## src/rtl/recibir_datos.sv

```systemverilog
// -----------------------------------------------------------------------------
// recibir_datos
//
// UART receiver (8N1, LSB first, idle high) feeding a small frame parser.
// A frame is: HEADER, one ASCII digit '0'..'9', one raw data byte, TERM.
// A good frame loads comm_out (digit value 0-9) and datos and pulses valid for
// one cycle. A rejected frame pulses error for one cycle and leaves comm_out
// and datos untouched.
//
// Parameters
//   BAUD     clocks per bit
//   HEADER   frame start byte
//   TERM     frame end byte
//   TIMEOUT  maximum clocks between byte strobes inside a frame
//
// Ports
//   clk                in   system clock, rising edge
//   rst                in   asynchronous active-low reset
//   rx                 in   serial line (asynchronous to clk)
//   comm_out[7:0]      out  command number of the last good frame
//   datos[7:0]         out  data byte of the last good frame
//   valid              out  one-cycle pulse: new frame on comm_out/datos
//   error              out  one-cycle pulse: frame rejected
//   busy               out  receiver mid-byte or parser mid-frame
//   o_dbg_rx_state     out  receiver state (R_IDLE=0 .. R_BREAK=4)
//   o_dbg_parse_state  out  parser state (P_HUNT=0 .. P_TERM=3)
//
// Handshake: valid and error are single-cycle strobes with no back-pressure;
// comm_out and datos are stable from the valid edge until the next valid.
// -----------------------------------------------------------------------------
module recibir_datos #(
    parameter int         BAUD    = 434,
    parameter logic [7:0] HEADER  = 8'h24,
    parameter logic [7:0] TERM    = 8'h0D,
    parameter int         TIMEOUT = 20 * BAUD
) (
    input  logic       clk,
    input  logic       rst,
    input  logic       rx,
    output logic [7:0] comm_out,
    output logic [7:0] datos,
    output logic       valid,
    output logic       error,
    output logic       busy,
    output logic [2:0] o_dbg_rx_state,
    output logic [1:0] o_dbg_parse_state
);

    // Bit counter is at least 18 bits so BAUD up to 166667 never wraps.
    localparam int BCW = ($clog2(BAUD + 1) > 18) ? $clog2(BAUD + 1) : 18;
    localparam int TCW = $clog2(TIMEOUT + 1);

    localparam logic [BCW-1:0] BIT_LAST  = BCW'(BAUD - 1);
    localparam logic [BCW-1:0] HALF_LAST = BCW'(BAUD / 2 - 1);
    localparam logic [TCW-1:0] TO_LAST   = TCW'(TIMEOUT - 1);

    typedef enum logic [2:0] {
        R_IDLE  = 3'd0,
        R_START = 3'd1,
        R_BITS  = 3'd2,
        R_STOP  = 3'd3,
        R_BREAK = 3'd4
    } rx_state_t;

    typedef enum logic [1:0] {
        P_HUNT = 2'd0,
        P_CMD  = 2'd1,
        P_DATA = 2'd2,
        P_TERM = 2'd3
    } parse_state_t;

    // Receiver registers
    logic            r_rx_s1;
    logic            r_rx_s2;
    logic            r_rx_d;
    rx_state_t       r_rstate;
    logic [BCW-1:0]  r_baud_cnt;
    logic [2:0]      r_bit_cnt;
    logic [7:0]      r_shift;
    logic            r_byte_stb;
    logic            r_frm_err;

    // Parser registers
    parse_state_t    r_pstate;
    logic [TCW-1:0]  r_to_cnt;
    logic [7:0]      r_cmd;
    logic [7:0]      r_data;
    logic [7:0]      r_comm_out;
    logic [7:0]      r_datos;
    logic            r_valid;
    logic            r_error;

    logic            w_fall;
    logic            w_is_digit;

    // Falling edge seen on the synchronized line (previous high, now low).
    assign w_fall     = r_rx_d & ~r_rx_s2;
    // r_shift is stable while r_byte_stb is high, so it doubles as the byte.
    assign w_is_digit = (r_shift >= 8'h30) && (r_shift <= 8'h39);

    // -------------------------------------------------------------------------
    // Receiver: synchronizer, start validation, 8 data bits, stop check.
    // -------------------------------------------------------------------------
    always_ff @(posedge clk or negedge rst) begin
        if (!rst) begin
            r_rx_s1    <= 1'b1;
            r_rx_s2    <= 1'b1;
            r_rx_d     <= 1'b1;
            r_rstate   <= R_IDLE;
            r_baud_cnt <= '0;
            r_bit_cnt  <= '0;
            r_shift    <= '0;
            r_byte_stb <= 1'b0;
            r_frm_err  <= 1'b0;
        end else begin
            r_rx_s1    <= rx;
            r_rx_s2    <= r_rx_s1;
            r_rx_d     <= r_rx_s2;
            r_byte_stb <= 1'b0;
            r_frm_err  <= 1'b0;
            case (r_rstate)
                R_IDLE: begin
                    if (w_fall) begin
                        r_rstate   <= R_START;
                        r_baud_cnt <= '0;
                        r_bit_cnt  <= '0;
                    end
                end
                R_START: begin
                    // Re-check mid start bit; a high line means it was a glitch.
                    if (r_baud_cnt == HALF_LAST) begin
                        r_baud_cnt <= '0;
                        r_rstate   <= r_rx_s2 ? R_IDLE : R_BITS;
                    end else begin
                        r_baud_cnt <= r_baud_cnt + 1'b1;
                    end
                end
                R_BITS: begin
                    if (r_baud_cnt == BIT_LAST) begin
                        r_baud_cnt <= '0;
                        r_shift    <= {r_rx_s2, r_shift[7:1]};
                        r_bit_cnt  <= r_bit_cnt + 3'd1;
                        if (r_bit_cnt == 3'd7) begin
                            r_rstate <= R_STOP;
                        end
                    end else begin
                        r_baud_cnt <= r_baud_cnt + 1'b1;
                    end
                end
                R_STOP: begin
                    if (r_baud_cnt == BIT_LAST) begin
                        r_baud_cnt <= '0;
                        if (r_rx_s2) begin
                            r_byte_stb <= 1'b1;
                            r_rstate   <= R_IDLE;
                        end else begin
                            r_frm_err  <= 1'b1;
                            r_rstate   <= R_BREAK;
                        end
                    end else begin
                        r_baud_cnt <= r_baud_cnt + 1'b1;
                    end
                end
                R_BREAK: begin
                    // A held-low line must return high before a new start.
                    if (r_rx_s2) begin
                        r_rstate <= R_IDLE;
                    end
                end
                default: r_rstate <= R_IDLE;
            endcase
        end
    end

    // -------------------------------------------------------------------------
    // Parser: HEADER, digit, data, TERM; inter-byte timeout inside a frame.
    // -------------------------------------------------------------------------
    always_ff @(posedge clk or negedge rst) begin
        if (!rst) begin
            r_pstate   <= P_HUNT;
            r_to_cnt   <= '0;
            r_cmd      <= '0;
            r_data     <= '0;
            r_comm_out <= '0;
            r_datos    <= '0;
            r_valid    <= 1'b0;
            r_error    <= 1'b0;
        end else begin
            r_valid <= 1'b0;
            r_error <= 1'b0;

            if (r_pstate == P_HUNT || r_byte_stb) begin
                r_to_cnt <= '0;
            end else begin
                r_to_cnt <= r_to_cnt + 1'b1;
            end

            if (r_frm_err) begin
                // Framing errors while hunting are line noise, not frames.
                if (r_pstate != P_HUNT) begin
                    r_error  <= 1'b1;
                    r_pstate <= P_HUNT;
                end
            end else if (r_byte_stb) begin
                case (r_pstate)
                    P_HUNT: begin
                        if (r_shift == HEADER) begin
                            r_pstate <= P_CMD;
                        end
                    end
                    P_CMD: begin
                        if (w_is_digit) begin
                            r_cmd    <= r_shift - 8'h30;
                            r_pstate <= P_DATA;
                        end else if (r_shift == HEADER) begin
                            // Reject the old frame but treat this as a new start.
                            r_error  <= 1'b1;
                        end else begin
                            r_error  <= 1'b1;
                            r_pstate <= P_HUNT;
                        end
                    end
                    P_DATA: begin
                        r_data   <= r_shift;
                        r_pstate <= P_TERM;
                    end
                    P_TERM: begin
                        if (r_shift == TERM) begin
                            r_comm_out <= r_cmd;
                            r_datos    <= r_data;
                            r_valid    <= 1'b1;
                        end else begin
                            r_error    <= 1'b1;
                        end
                        r_pstate <= P_HUNT;
                    end
                    default: r_pstate <= P_HUNT;
                endcase
            end else if (r_pstate != P_HUNT && r_to_cnt == TO_LAST) begin
                r_error  <= 1'b1;
                r_pstate <= P_HUNT;
            end
        end
    end

    assign comm_out          = r_comm_out;
    assign datos             = r_datos;
    assign valid             = r_valid;
    assign error             = r_error;
    assign busy              = (r_rstate != R_IDLE) || (r_pstate != P_HUNT);
    assign o_dbg_rx_state    = r_rstate;
    assign o_dbg_parse_state = r_pstate;

endmodule

```

## config.mk

```make
export PLATFORM = sky130hd
export DESIGN_NAME = recibir_datos
export DESIGN_NICKNAME = d
export VERILOG_FILES = /design/src/rtl/recibir_datos.sv
export SDC_FILE = /design/constraint.sdc
export NUM_CORES = 1
export LEC_CHECK = 0
export ABC_AREA = 0
export BUFFER_PORTS_ARGS = -buffer_cell sky130_fd_sc_hd__buf_2
export CAP_MARGIN = 20
export CORE_UTILIZATION = 60
export DETAILED_ROUTE_END_ITERATION = 8
export GPL_ROUTABILITY_DRIVEN = 0
export GPL_TIMING_DRIVEN = 0
export PLACE_DENSITY = 0.79
export SLEW_MARGIN = 20
export SYNTH_ARGS = -nofsm -noshare
export SYNTH_HDL_FRONTEND = slang
export SYNTH_SLANG_ARGS = --single-unit
```

## constraint.sdc

```tcl
create_clock -name clk -period 5.48 [get_ports clk]
set_input_delay 0.822 -clock clk [delete_from_list [all_inputs] [get_ports clk]]
set_output_delay 0.822 -clock clk [all_outputs]
set_load 0.01 [all_outputs]
```

* Word-level counts from Yosys, hierarchy flattened
Cells that the tools add are included.
** Word-level totals
- Register bits after elaboration :: 87
- Latch bits :: 0
- RAM bits :: 0
- ROM bits :: 0
- Input port bits :: 3
- Memories :: 0
** Cells by class
- Add/sub/neg operators :: 4
- Multiply operators :: 0
- Div/mod/pow operators :: 0
- Order comparisons :: 2
- Equality and inequality tests :: 22
- Shifts and indexed selects :: 0
- Muxes and demuxes :: 42
- Bitwise gates (word level) :: 3
- Reduce and logical (&&, ||, !) cells :: 20
** Operators by type and width (count)
- $mux W18 :: 3
- $pmux W18 S3 :: 1
- $mux W3 :: 9
- $add A18 B1 Y18 const B :: 1
- $eq A18 B8 Y1 const B :: 1
- $eq A18 B9 Y1 const B :: 1
- $mux W1 :: 16
- $mux W2 :: 8
- $pmux W3 S5 :: 1
- $add A14 B1 Y14 const B :: 1
- $eq A14 B14 Y1 const B :: 1
- $mux W14 :: 1
- $ne A2 B2 Y1 const B :: 6
- $reduce_and A4 Y1 :: 3
- $reduce_bool A3 Y1 :: 3
- $eq A8 B4 Y1 const B :: 1
- $eq A8 B6 Y1 const B :: 1
- $ge A8 B6 Y1 const B :: 1
- $le A8 B6 Y1 const B :: 1
- $pmux W2 S4 :: 1
- $sub A8 B6 Y8 const B :: 1
- $eq A3 B2 Y1 const B :: 2
- $eq A3 B3 Y1 const B :: 2
- $pmux W3 S2 :: 1
- other kinds (19) :: 26

* Logic depth before layout (Yosys ltp)
Gate-level depths: netlist of run 1.
- Depth after elaboration :: 6
- Gate-level depth with buffers :: 8
- Depth with buffers taken out :: 7

* Least setup slack after synthesis of run 1
OpenSTA, ideal clock, no wires.
- Path type :: flip-flop to flip-flop
- From :: register r_shift[4]
- To :: register r_comm_out[0] (netlist: comm_out[0])
- Setup time :: 0.125 ns
- Arrival :: 1.873 ns
- Slack :: 3.482 ns
- Cell stages (with the launch flop) :: 8
- Path buffers :: 1
- Period minus slack after synthesis :: 1.998 ns
- Path through :: dfrtp_1 -> inv_1 -> ha_1 -> and4_1 -> nand2_1 -> nor2_1 -> buf_2 -> mux2_2
** On the way
- Cells in the longest elaborated chain, start to end :: 2
** RTL lines
- from (decl) :: line 79 : logic [7:0] r_shift;
- from (signal assigned) :: line 141 : r_shift <= {r_rx_s2, r_shift[7:1]};
- $eq A8 B4 Y1 :: line 228 : if (r_shift == TERM) begin
- $reduce_and A4 Y1 (no source line)
- to (signal assigned) :: line 229 : r_comm_out <= r_cmd;
- to (decl) :: line 88 : logic [7:0] r_comm_out;
No other way between the ends.
A chain may end at the register's enable or synchronous reset.

* Final worst setup path of run 1
- From :: register r_shift[6]
- To :: register r_comm_out[7] (netlist: comm_out[7])
Same word-level chain as after synthesis.

==> flow_summary.toml, run 1 <==
[logic_synthesis]
avgSynthCellArea_sq_um = 10.8
synth_ff_type = "dfrtp_1"
synthArstFlopShare = 1.00
syn_inst = 376
synth_cell_types = 55
synth.largest_area_cell = "dfrtp_1"
synth_edf_count = 0
ys_seq_elements = 87
ys_top_cells_by_area = "dfrtp_1, mux2_2, nand2_1, nor2_1, xor2_1"
synth-seq-area-share = 0.538
yosys_warnings = 0
synth_top_area_share = 0.519
synth_nets = 388
syn_area_sq_um = 4050

[layout]
final_cells = 496
final_cell_mix = "dfrtp_1, nand2_1, nor2_1"
fill_cells = 480
fin_nets = 426
diodes = 0
layout_commonest_cell = "dfrtp_1"
drive_gt1_frac = 0.232
syn2layout_area_growth_pct = 11.6

[clock_tree]
cts_resized = 0
htree_levels = 3
clockRootBuffer = "clkbuf_8"
cts_made_buffers = 9
clock_path_buffers = 2
cts_tree = "done"
ctsHoldBuffers = 0
cts_sinks = 87
post_cts_buffers = 0
path_clk_slew_ns = 0.09
clkLatencyLatePin_ns = 0.36

[critical_path]
crit_buf_inv = 1
cp.arrival_ns = 2.72
path_delay_family = "simple AND/OR/NAND/NOR gates"
worstSetupPathType = "reg -> reg"
cp_max_fo = 10
cp_cell_sequence = "nor4b_1 -> nand2_1 -> nor2_1 -> buf_2 -> mux2_2"
cp-end-kind = "flip-flop"
worst_ep_required_time_ns = 5.73
critPathLaunchType = "flip-flop"
slowest_stage = "nor2_1"
critPathMaxStageDelay_ns = 0.59

[global_route]
grt_pass1_vias = 2744
grt_overflow = 0
grt_usage = 0.236
grt_pass1_wl_um = 13100
antenna_found_initial = 0
grt_max_degree = 55

[run_status]
outcome = "finished, violations left"
violations = "design-rule violations"

[timing]
worstMarginPinSlew_ns = 0.780
final_hold_viol_count = 0
rsz0062_at_grt = "false"
fin_skew_ns = 0.0131
relSlewSlack = 0.477
max_freq_mhz = 405
slew_violations = 0
worst_slack_ns = 3.01
period_needed_ns = 2.47
setup_viol_count_final = 0
period_share = 0.451
tns_ns = 0

[power]
pwr-share-clk = 0.338
p_per_area_nw_per_um2 = 308
combPwrFrac = 0.153
p_sw_frac = 0.297
ir_drop_v = 0.000238
p_leak_nw = 2.16
p_int_mw = 0.978
power_frac_seq = 0.508
p_sw_mw = 0.413

[die]
initial_core_util = 0.631
die_h_um = 84.2
fp.dieArea_sq_um = 7090
die_x_um = 84.2
ios = 27
core_sq_um = 6420
rows = 29

[drt]
vias_per_cell = 5.78
wl_per_cell_um = 15.2
drc = 6
wirelength_um = 7530
vias = 2867
ant_nets = 0
first_pass_iters = 6
drtIter0Drc = 136

[flow_run]
cap_violations = 0

[hold_path]
hold_class = "reg -> reg"

[place]
dp_slack_ns = 2.98
placedCellCount = 480
port_buffers = 26
hpwl_um = 5240
[registers in the layout, indices dropped and copies added (netlist names)]
register	cells
r_baud_cnt	18
r_byte_stb	1
datos	8
r_shift	8
r_to_cnt	14
r_rx_s2	1
r_bit_cnt	3
r_data	8
valid	1
error	1
r_frm_err	1
r_rx_d	1
o_dbg_parse_state	2
o_dbg_rx_state	3
comm_out	8
r_rx_s1	1
r_cmd	8
[per-layer routing]
layer / vias up / GRT usage / wire length [um]
met3: 13 / 0.0393 / 219
met1: 1419 / 0.332 / 3700
met4: 0 / 0.0909 / 123
met5: - / 0 / 0
li1: 1391 / - / -
met2: 44 / 0.373 / 3490
[metrics by stage]
stage	instance area (sq um)	power [mW]	utilization	hold WS, ns
2_1_floorplan	4050	0.860	-	0.345
3_3_place_gp	4280	0.920	0.666	0.347
3_5_place_dp	4310	0.928	0.671	0.351
4_1_cts	4520	1.40	0.704	0.364
5_1_grt	4520	1.45	0.704	0.368
6_report	4520	1.39	0.704	0.362
[synthesized netlist by cell type (all sizes together) (2+ instances only)]
master and n:
dfstp 3, a21oi 10, clkbuf 8, ha 9, o31ai 2, or2 2
buf 4, o21ai 19, inv 8, nor4 3, nand2b 3, nor3 3
or4 4, dfrtp 84, a211oi 3, o211ai 2, xor2 16, and4 2
or3 2, nand3b 2, and2 3, mux2 30, nor3b 3, xnor2 8
nand2 47, nor2 45, nand3 15, nand4b 2, nor4b 2, nand4 10
and3 9
[area by class of cell]
| class | count | area (sq um) | area share |
|---|---|---|---|
| Clock buffer | 10 | 138 | 0.0304 |
| Tap cell | 77 | 96.3 | 0.0213 |
| Inverter | 8 | 30.0 | 0.00664 |
| Multi-Input combinational cell | 269 | 1770 | 0.392 |
| Buffer | 12 | 70.1 | 0.0155 |
| Clock inverter | 6 | 75.1 | 0.0166 |
| Sequential cell | 87 | 2180 | 0.482 |
| Timing Repair Buffer | 27 | 160 | 0.0354 |
[worst paths after layout]
path                            startpoint          end  slack [ns]  cells past startpoint
worst max-delay path            r_shift[6]  comm_out[7]        3.01                      5
worst min-delay path               r_rx_s1      r_rx_s2        0.36                      0
worst max register to register  r_shift[6]  comm_out[7]        3.01                      5
worst min register to register     r_rx_s1      r_rx_s2        0.36                      0
max in group asynchronous              rst      r_rx_s1        4.42                      2
min in group asynchronous              rst  r_to_cnt[6]        0.39                      1
[worst reg2reg max path, cell delays in order (launching register included)]
cell and delay [ns]:
dfrtp_1 0.47, nor4b_1 0.39, nand2_1 0.15, nor2_1 0.59, buf_2 0.38, mux2_2 0.37
[power by group through the flow]
stage               registers (mW)  logic [mW]  clock network [mW]
finish                       0.708       0.213               0.471
CTS                          0.707       0.213               0.476
floorplan                    0.713       0.147                   0
global route                 0.713       0.239               0.502
detailed placement           0.719       0.209                   0
global placement             0.718       0.203                   0
[cells by family after synthesis]
logic type,Yosys count,synth area share
buffers and inverters,20,0.0247
and+or+nand+nor,160,0.200
AOI/OAI and AO/OA,46,0.0738
adders and majority gates,9,0.0278
muxes,30,0.0834
xor gates and xnor gates,24,0.0519
DFF,87,0.538
Note: power is estimated with default switching activity, not from simulation.
==> run 2: changes to the inputs <==
==> constraint.sdc (replaced) <==
create_clock -name clk -period 2.6 [get_ports clk]
set_input_delay 0.39 -clock clk [delete_from_list [all_inputs] [get_ports clk]]
set_output_delay 0.39 -clock clk [all_outputs]
set_load 0.01 [all_outputs]
==> run 2 against run 1 <==
Compared with the run above:
- critical path type unchanged
- via count grew 0.66%
- the flow still finishes with violations (design-rule violations)
- non-clock buffer count increased by 1
- global-route usage unchanged
==> flow_summary.toml, run 2 (synthesis results as in run 1) <==
[run_status]
outcome = "finished, violations left"
violations = "design-rule violations"

[global_route]
grt_usage = 0.236
grt_pass1_vias = 2744
grt_max_degree = 55
antenna_found_initial = 0
grt_pass1_wl_um = 13100
grt_overflow = 0

[critical_path]
worst_ep_required_time_ns = 2.85
crit_buf_inv = 1
cp_max_fo = 10
path_delay_family = "simple AND/OR/NAND/NOR gates"
crit_cells = 6
cp_cell_sequence = "or4_4 -> nor4_4 -> a21oi_2 -> a211oi_2 -> buf_4 -> nor2_1"
critPathLaunchType = "flip-flop"
slowest_stage = "or4_4"
worstSetupPathType = "reg -> reg"
cp-end-kind = "flip-flop"
critPathMaxStageDelay_ns = 0.55
rrSetupSlack_ns = 0.22
r2r_cells = 6
cp.arrival_ns = 2.63

[power]
combPwrFrac = 0.154
p_per_area_nw_per_um2 = 648
ir_drop_v = 0.000501
p_int_mw = 2.06
pwr-share-clk = 0.339
p_sw_mw = 0.876
power_mw = 2.94
p_sw_frac = 0.298
p_leak_nw = 2.17
power_frac_seq = 0.508

[place]
port_buffers = 26
placed_area_sq_um = 4310
dp_slack_ns = 0.0994
hpwl_um = 5240
placedCellCount = 480

[drt]
first_pass_iters = 6
vias_per_cell = 5.81
vias = 2886
wirelength_um = 7540
ant_nets = 0
drtIter0Drc = 124
drc = 6
wl_per_cell_um = 15.2

[timing]
tns_ns = 0
fin_skew_ns = 0.0135
relSlewSlack = 0.478
rsz0062_at_grt = "false"
final_hold_viol_count = 0
period_needed_ns = 2.38
worstMarginPinSlew_ns = 0.779
worst_slack_ns = 0.221
setup_viol_count_final = 0
max_freq_mhz = 420
slew_violations = 0
hold_slack_ns = 0.121
period_share = 0.915

[hold_path]
hold_class = "in -> reg"
holdPathStages = 1

[die]
core_sq_um = 6420
fp.dieArea_sq_um = 7090
die_x_um = 84.2
rows = 29
ios = 27
die_h_um = 84.2
initial_core_util = 0.631

[flow_run]
cap_violations = 0

[clock_tree]
clkLatencyLatePin_ns = 0.37
clock_path_buffers = 2
cts_sinks = 87
path_clk_slew_ns = 0.09
post_cts_buffers = 0
cts_tree = "done"
clockRootBuffer = "clkbuf_8"
cts_made_buffers = 9
htree_levels = 3

[layout]
fin_nets = 427
syn2layout_area_growth_pct = 11.9
final_cell_mix = "dfrtp_1, nand2_1, nor2_1"
diodes = 0
reg_top3 = "r_baud_cnt (18), r_to_cnt (14)"
regMostFlops = "r_baud_cnt"
layout_commonest_cell = "dfrtp_1"
drive_gt1_frac = 0.233
fin_area_sq_um = 4530
largest_register_ffs = 18
utilization = 0.706
final_cells = 497
-- run 2: power groups by stage --
stage	Clock [mW]	Sequential, mW	Combinational (mW)
2_1_floorplan	0	1.50	0.310
3_3_place_gp	0	1.51	0.427
3_5_place_dp	0	1.52	0.441
4_1_cts	1.00	1.49	0.451
5_1_grt	1.06	1.50	0.504
6_report	0.996	1.49	0.451
-- run 2: layout make-up --
type                    instances  area [sq um]
well taps                      77          96.3
inverters                       8          30.0
flip-flops and latches         87          2180
repair buffers                 28           170
multi-input cells             269          1770
clock buffers                  10           138
clock inverters                 6          75.1
fillers                       478          1890
plain buffers                  12          70.1
-- run 2: timing repair --
action | in CTS | in global routing
hold endpoints to repair | 33 | 0
gates resized for setup | 0 | 1
setup endpoints to repair | 0 | 9
hold buffers | 1 | 0
-- run 2: final timing paths --
kind | start | endpoint
setup / recovery | r_baud_cnt[13] | r_baud_cnt[2]
hold / removal | rx | r_rx_s1
setup reg to reg | r_baud_cnt[13] | r_baud_cnt[2]
hold reg to reg | r_rx_s1 | r_rx_s2
max in group asynchronous | rst | r_rx_s1
min in group asynchronous | rst | r_to_cnt[6]
-- run 2: worst reg2reg max path, stage by stage (launching register included) --
cell,delay [ns]
dfrtp_1,0.42
or4_4,0.56
nor4_4,0.43
a21oi_2,0.20
a211oi_2,0.36
buf_4,0.25
nor2_1,0.06
-- run 2: per-layer routing --
metal  vias up  wire, um  GRT usage
met5         -         0          0
met2        44      3460      0.373
li1       1393         -          -
met4         0       121     0.0909
met1      1437      3710      0.332
met3        12       235     0.0393
